--- src/rtl/ble_pkg.sv ---
// ble_pkg: shared state encoding and CRC-24 constants for the BLE baseband
package ble_pkg;
    typedef enum logic [1:0] {IDLE, PDU, CRC} state_t;
    localparam int CRC_W = 24;
    localparam logic [CRC_W-1:0] BLE_ADV_CRC_INIT = 24'h555555;
    // x^24 + x^10 + x^9 + x^6 + x^4 + x^3 + x + 1, x^24 implied
    localparam logic [CRC_W-1:0] CRC_POLY = 24'h00065B;
endpackage

--- src/rtl/serial_crc24.sv ---
// serial_crc24: bit-serial BLE CRC-24 LFSR with synchronous preset
module serial_crc24
    import ble_pkg::*;
(
    input  logic             aclk,
    input  logic             aresetn,
    input  logic             i_restart,
    input  logic [CRC_W-1:0] i_init,
    input  logic             i_tvalid,
    input  logic             i_tdata,
    output logic [CRC_W-1:0] o_crc
);
    logic [CRC_W-1:0] r_crc;
    logic             w_fb;

    assign w_fb  = i_tdata ^ r_crc[CRC_W-1];
    assign o_crc = r_crc;

    // preset while restarting, otherwise shift one bit per accepted input
    always_ff @(posedge aclk)
        if (!aresetn || i_restart) r_crc <= i_init;
        else if (i_tvalid) r_crc <= {r_crc[CRC_W-2:0], 1'b0} ^ (w_fb ? CRC_POLY : '0);
endmodule

--- src/rtl/ble_pdu_serializer.sv ---
// ble_pdu_serializer: byte stream to LSB-first bit stream with appended CRC-24
module ble_pdu_serializer
    import ble_pkg::*;
(
    input  logic             aclk,
    input  logic             aresetn,
    input  logic [CRC_W-1:0] crc_init,
    input  logic [7:0]       in_tdata,
    input  logic             in_tvalid,
    output logic             in_tready,
    input  logic             in_tlast,
    output logic             out_tdata,
    output logic             out_tvalid,
    input  logic             out_tready,
    output logic             out_tlast,
    output logic             busy,
    output logic             underrun
);
    state_t           r_state, w_next;
    logic [7:0]       r_byte;
    logic [2:0]       r_bit_cnt;
    logic [4:0]       r_crc_cnt;
    logic             r_last, r_has_byte, r_underrun;
    logic [CRC_W-1:0] w_crc;
    logic             w_in_hs, w_out_hs, w_byte_end;

    assign w_in_hs    = in_tvalid && in_tready;
    assign w_out_hs   = out_tvalid && out_tready;
    assign w_byte_end = (r_state == PDU) && w_out_hs && (r_bit_cnt == 3'd7);
    assign busy       = (r_state != IDLE);
    assign underrun   = r_underrun;

    // next state and stream outputs; the next-byte ready in PDU follows out_tready so refills are gapless
    always_comb begin
        w_next     = r_state;
        in_tready  = 1'b0;
        out_tdata  = 1'b0;
        out_tvalid = 1'b0;
        out_tlast  = 1'b0;
        case (r_state)
            IDLE: begin
                in_tready = aresetn;
                if (in_tvalid) w_next = PDU;
            end
            PDU: begin
                out_tdata  = r_byte[r_bit_cnt];
                out_tvalid = r_has_byte;
                in_tready  = !r_last && (!r_has_byte || (r_bit_cnt == 3'd7 && out_tready));
                if (r_has_byte && out_tready && r_bit_cnt == 3'd7 && r_last) w_next = CRC;
            end
            CRC: begin
                out_tdata  = w_crc[5'd23 - r_crc_cnt];
                out_tvalid = 1'b1;
                out_tlast  = (r_crc_cnt == 5'd23);
                if (out_tready && r_crc_cnt == 5'd23) w_next = IDLE;
            end
            default: w_next = IDLE;
        endcase
    end

    // state register
    always_ff @(posedge aclk)
        if (!aresetn) r_state <= IDLE;
        else r_state <= w_next;

    // byte holding register and bit pointer; a new byte always restarts at bit 0
    always_ff @(posedge aclk)
        if (!aresetn) begin
            r_byte     <= '0;
            r_bit_cnt  <= '0;
            r_last     <= 1'b0;
            r_has_byte <= 1'b0;
        end else if (w_in_hs) begin
            r_byte     <= in_tdata;
            r_bit_cnt  <= '0;
            r_last     <= in_tlast;
            r_has_byte <= 1'b1;
        end else if (r_state == PDU && w_out_hs) begin
            r_bit_cnt <= r_bit_cnt + 3'd1;
            if (r_bit_cnt == 3'd7) r_has_byte <= 1'b0;
        end

    // CRC bit pointer, cleared whenever not sending the CRC
    always_ff @(posedge aclk)
        if (!aresetn || r_state != CRC) r_crc_cnt <= '0;
        else if (w_out_hs) r_crc_cnt <= r_crc_cnt + 5'd1;

    // flag a byte boundary inside the PDU that found no successor byte waiting
    always_ff @(posedge aclk)
        r_underrun <= aresetn && w_byte_end && !r_last && !w_in_hs;

    serial_crc24 u_crc (
        .aclk      (aclk),
        .aresetn   (aresetn),
        .i_restart (r_state == IDLE),
        .i_init    (crc_init),
        .i_tvalid  ((r_state == PDU) && w_out_hs),
        .i_tdata   (out_tdata),
        .o_crc     (w_crc)
    );
endmodule

--- config.mk ---
export PLATFORM = sky130hd
export DESIGN_NAME = ble_pdu_serializer
export DESIGN_NICKNAME = d
export VERILOG_FILES = /design/src/rtl/ble_pkg.sv /design/src/rtl/serial_crc24.sv /design/src/rtl/ble_pdu_serializer.sv
export SDC_FILE = /design/constraint.sdc
export NUM_CORES = 1
export LEC_CHECK = 0
export BUFFER_PORTS_ARGS = -buffer_cell sky130_fd_sc_hd__buf_4
export CAP_MARGIN = 20
export CORE_ASPECT_RATIO = 0.7
export CORE_MARGIN = 2
export CORE_UTILIZATION = 30
export DETAILED_ROUTE_END_ITERATION = 8
export GPL_TIMING_DRIVEN = 0
export HOLD_SLACK_MARGIN = 0.12
export SLEW_MARGIN = 20
export SYNTH_ARGS = -nofsm -noshare
export SYNTH_HDL_FRONTEND = slang
export SYNTH_SLANG_ARGS = --single-unit
--- constraint.sdc ---
create_clock -name aclk -period 3.25 [get_ports aclk]
set_input_delay 0.8125 -clock aclk [delete_from_list [all_inputs] [get_ports aclk]]
set_output_delay 0.8125 -clock aclk [all_outputs]
set_load 0.03 [all_outputs]
==> metrics.yaml <==
synth_area_leaders: "edfxtp_1 (29%), dfxtp_1 (17%), nand2_1 (11%)"
ys_seq_area_frac: 0.4655
grt_pass1_wl_um: 9218
synth_top_cell_by_area: "edfxtp_1"
grt-ovfl-total: 0
synth-simple-area-share: 0.2016
ys_async_sr_fraction: 0
clk_pin_slew_ns: 0.06
period_share: 0.9041
synthAdderAreaFrac: 0.04594
worstHoldPathType: "flop to flop"
antenna_found_initial: 0
place_inst: 393
clock_skew_ns: 0.002908
htreeDepth: 2
critical_path_class: "flop to output port"
synth_top_family_by_area: "simple AND/OR/NAND/NOR gates"
yosysMostFrequentCell: "nand2_1"
cts_tree: "built"
antenna_cells: 0
holdWs_ns: 0.4977
place.gp.congestion: 0.7351
cts_sinks: 45
p_leak_nw: 1.275
synth_edf_count: 24
yosys_warnings: 0
drtIter0Drc: 112
whs_path_depth: 2
insertion_delay_ns: 0.29
r2r_slack_ns: 0.68
finalCriticalPeriod_ns: 2.938
dieArea_mm2: 0.008921
grt_pass1_vias: 1861
met3_usage: 0.02506
fill_cells: 839
cts_root_buf: "clkbuf_16"
synth_compound_area_frac: 0.06330
core_area_mm2: 0.007905
fin_tns_setup_ns: 0
r2r_end: "u_crc.o_crc[1]"
cts_setup_buffers: 0
r2r_cells: 6
slew_viol_final: 0
die-height_um: 79.63
ys_types: 36
power_density_mw_per_mm2: 713.3
synth_nets: 296
final_cell_area_mm2: 0.003058
path_max_fanout: 8
synth_seq_cells: 45
whs_endpoint: "r_has_byte"
drive_above_1_share: 0.2067
initial_utilization: 0.3101
p_total_w: 0.002181
grt_max_degree: 25
r2r-start: "r_state[0]"
fin_nets: 345
worstPathArrival_ns: 2.13
slew_headroom: 0.6058
worst_pin_slew_ns: 0.5892
min_from: "r_has_byte"
drv_cap: 0
io_buffer_count: 42
fmax_ghz: 0.3403
setup.worst_path.start_class: "flop"
rsz0062_at_grt: "false"
grt_util_met1: 0.1933
hpwlAfterDp_um: 4120
ios: 43
drt_first_pass_iters: 4
die_w_um: 112.0
cts-resized-gates: 0
endpoint_kind: "output port"
cts.hold.buffers_added: 0
yosysTopAreaCellShare: 0.2940
grt_usage: 0.1311
clockBufferDepth: 2
top_usage_layer: "met2"
yosys_most_used_dff: "edfxtp_1"
irDropWorstVdd_mv: 0.2580
routed_wl_um: 5473
vias_per_cell: 4.661
final_cells: 401
use_met2: 0.1939
vias: 1869
status: "finished, final reports clean"
synth-xor-area-share: 0.06432
worstPathRequired_ns: 2.44
setup_viol: 0
wl_per_cell_um: 13.65
placed_cell_area_mm2: 0.002893
cts_buffers: 5
placementRows: 27
muxShareOfSynthArea: 0.1123
synthTopCellsByCount: "nand2_1 (71), edfxtp_1 (24), dfxtp_1 (21)"
netlist_instances: 250
hold_violations: 0
ant_nets: 0
synth_area_mm2: 0.002451
syn_to_final_growth_pct: 24.76
drc_errors: 0
syn_area_per_cell_um2: 9.804
-- worst max path at each step --
stage | from | endpoint | slack (ns) | cells past startpoint
global placement | aresetn | u_crc.o_crc[4] | 0.12 | 5
finish | r_crc_cnt[3] | out_tdata | 0.31 | 9
floorplan | r_state[1] | u_crc.o_crc[0] | 0.48 | 9
global route | r_crc_cnt[3] | out_tdata | 0.20 | 9
CTS | r_state[1] | u_crc.o_crc[5] | 0.26 | 9
detailed placement | aresetn | u_crc.o_crc[7] | 0.06 | 5
-- report_power, final --
group | internal [W] | total, W | switching (W)
clock network | 0.000361 | 0.000573 | 0.000213
logic | 0.000304 | 0.000705 | 0.000401
registers | 0.000809 | 0.000903 | 0.0000936
-- layout make-up --
class,instances,area [um^2],share of cell area
inverters,8,30.03,0.009820
plain buffers,15,85.08,0.02782
clock buffers,6,128.9,0.04214
multi-input cells,182,1197,0.3916
repair buffers,42,315.3,0.1031
flip-flops and latches,45,1141,0.3732
well taps,101,126.4,0.04133
clock inverters,2,33.78,0.01105
-- cells in the final DEF (no fill, tap or decap), types with 8 or more instances in the layout --
cell      Yosys  final
nor2_1        8      8
mux2i_1      17     17
nor2b_1      13     13
nand2_1      71     70
ha_1          9      9
dfxtp_1      21     21
buf_4         0     42
xnor2_1      14     14
edfxtp_1     24     24
inv_1         8      8
-- critical path, stage by stage (launching register included) --
cell and delay (ns):
dfxtp_1 0.39, inv_1 0.10, ha_1 0.33, nand3b_1 0.17, a31oi_1 0.15, o211ai_1 0.10
a41o_1 0.23, buf_6 0.15, inv_1 0.05, buf_4 0.15
-- metrics by stage --
stage               setup slack (ns)  utilization
floorplan                     0.4756            -
global placement              0.1175       0.3659
detailed placement           0.05987       0.3659
CTS                           0.2636       0.3865
global route                  0.1954       0.3868
finish                        0.3116       0.3868
-- per-layer routing --
| metal | vias up | wire length [um] |
|---|---|---|
| met1 | 863 | 2766 |
| met2 | 49 | 2383 |
| li1 | 953 | - |
| met5 | - | 0 |
| met3 | 4 | 297 |
| met4 | 0 | 25 |
-- flip-flops by register name (all words and copies together) (netlist names) --
register	cells
r_bit_cnt	3
r_byte	8
r_crc_cnt	5
r_has_byte	1
r_last	1
r_state	2
u_crc.o_crc	24
underrun	1
-- logic make-up (layout without fill, tap and decap cells) --
group,after synthesis,after routing
flops,45,45
buf+inv,23,73
compound gates,23,23
xor+xnor,18,18
mux,22,22
fa+ha+maj,9,9
simple gates,110,110
No activity file was read; power rests on OpenSTA's default activity.
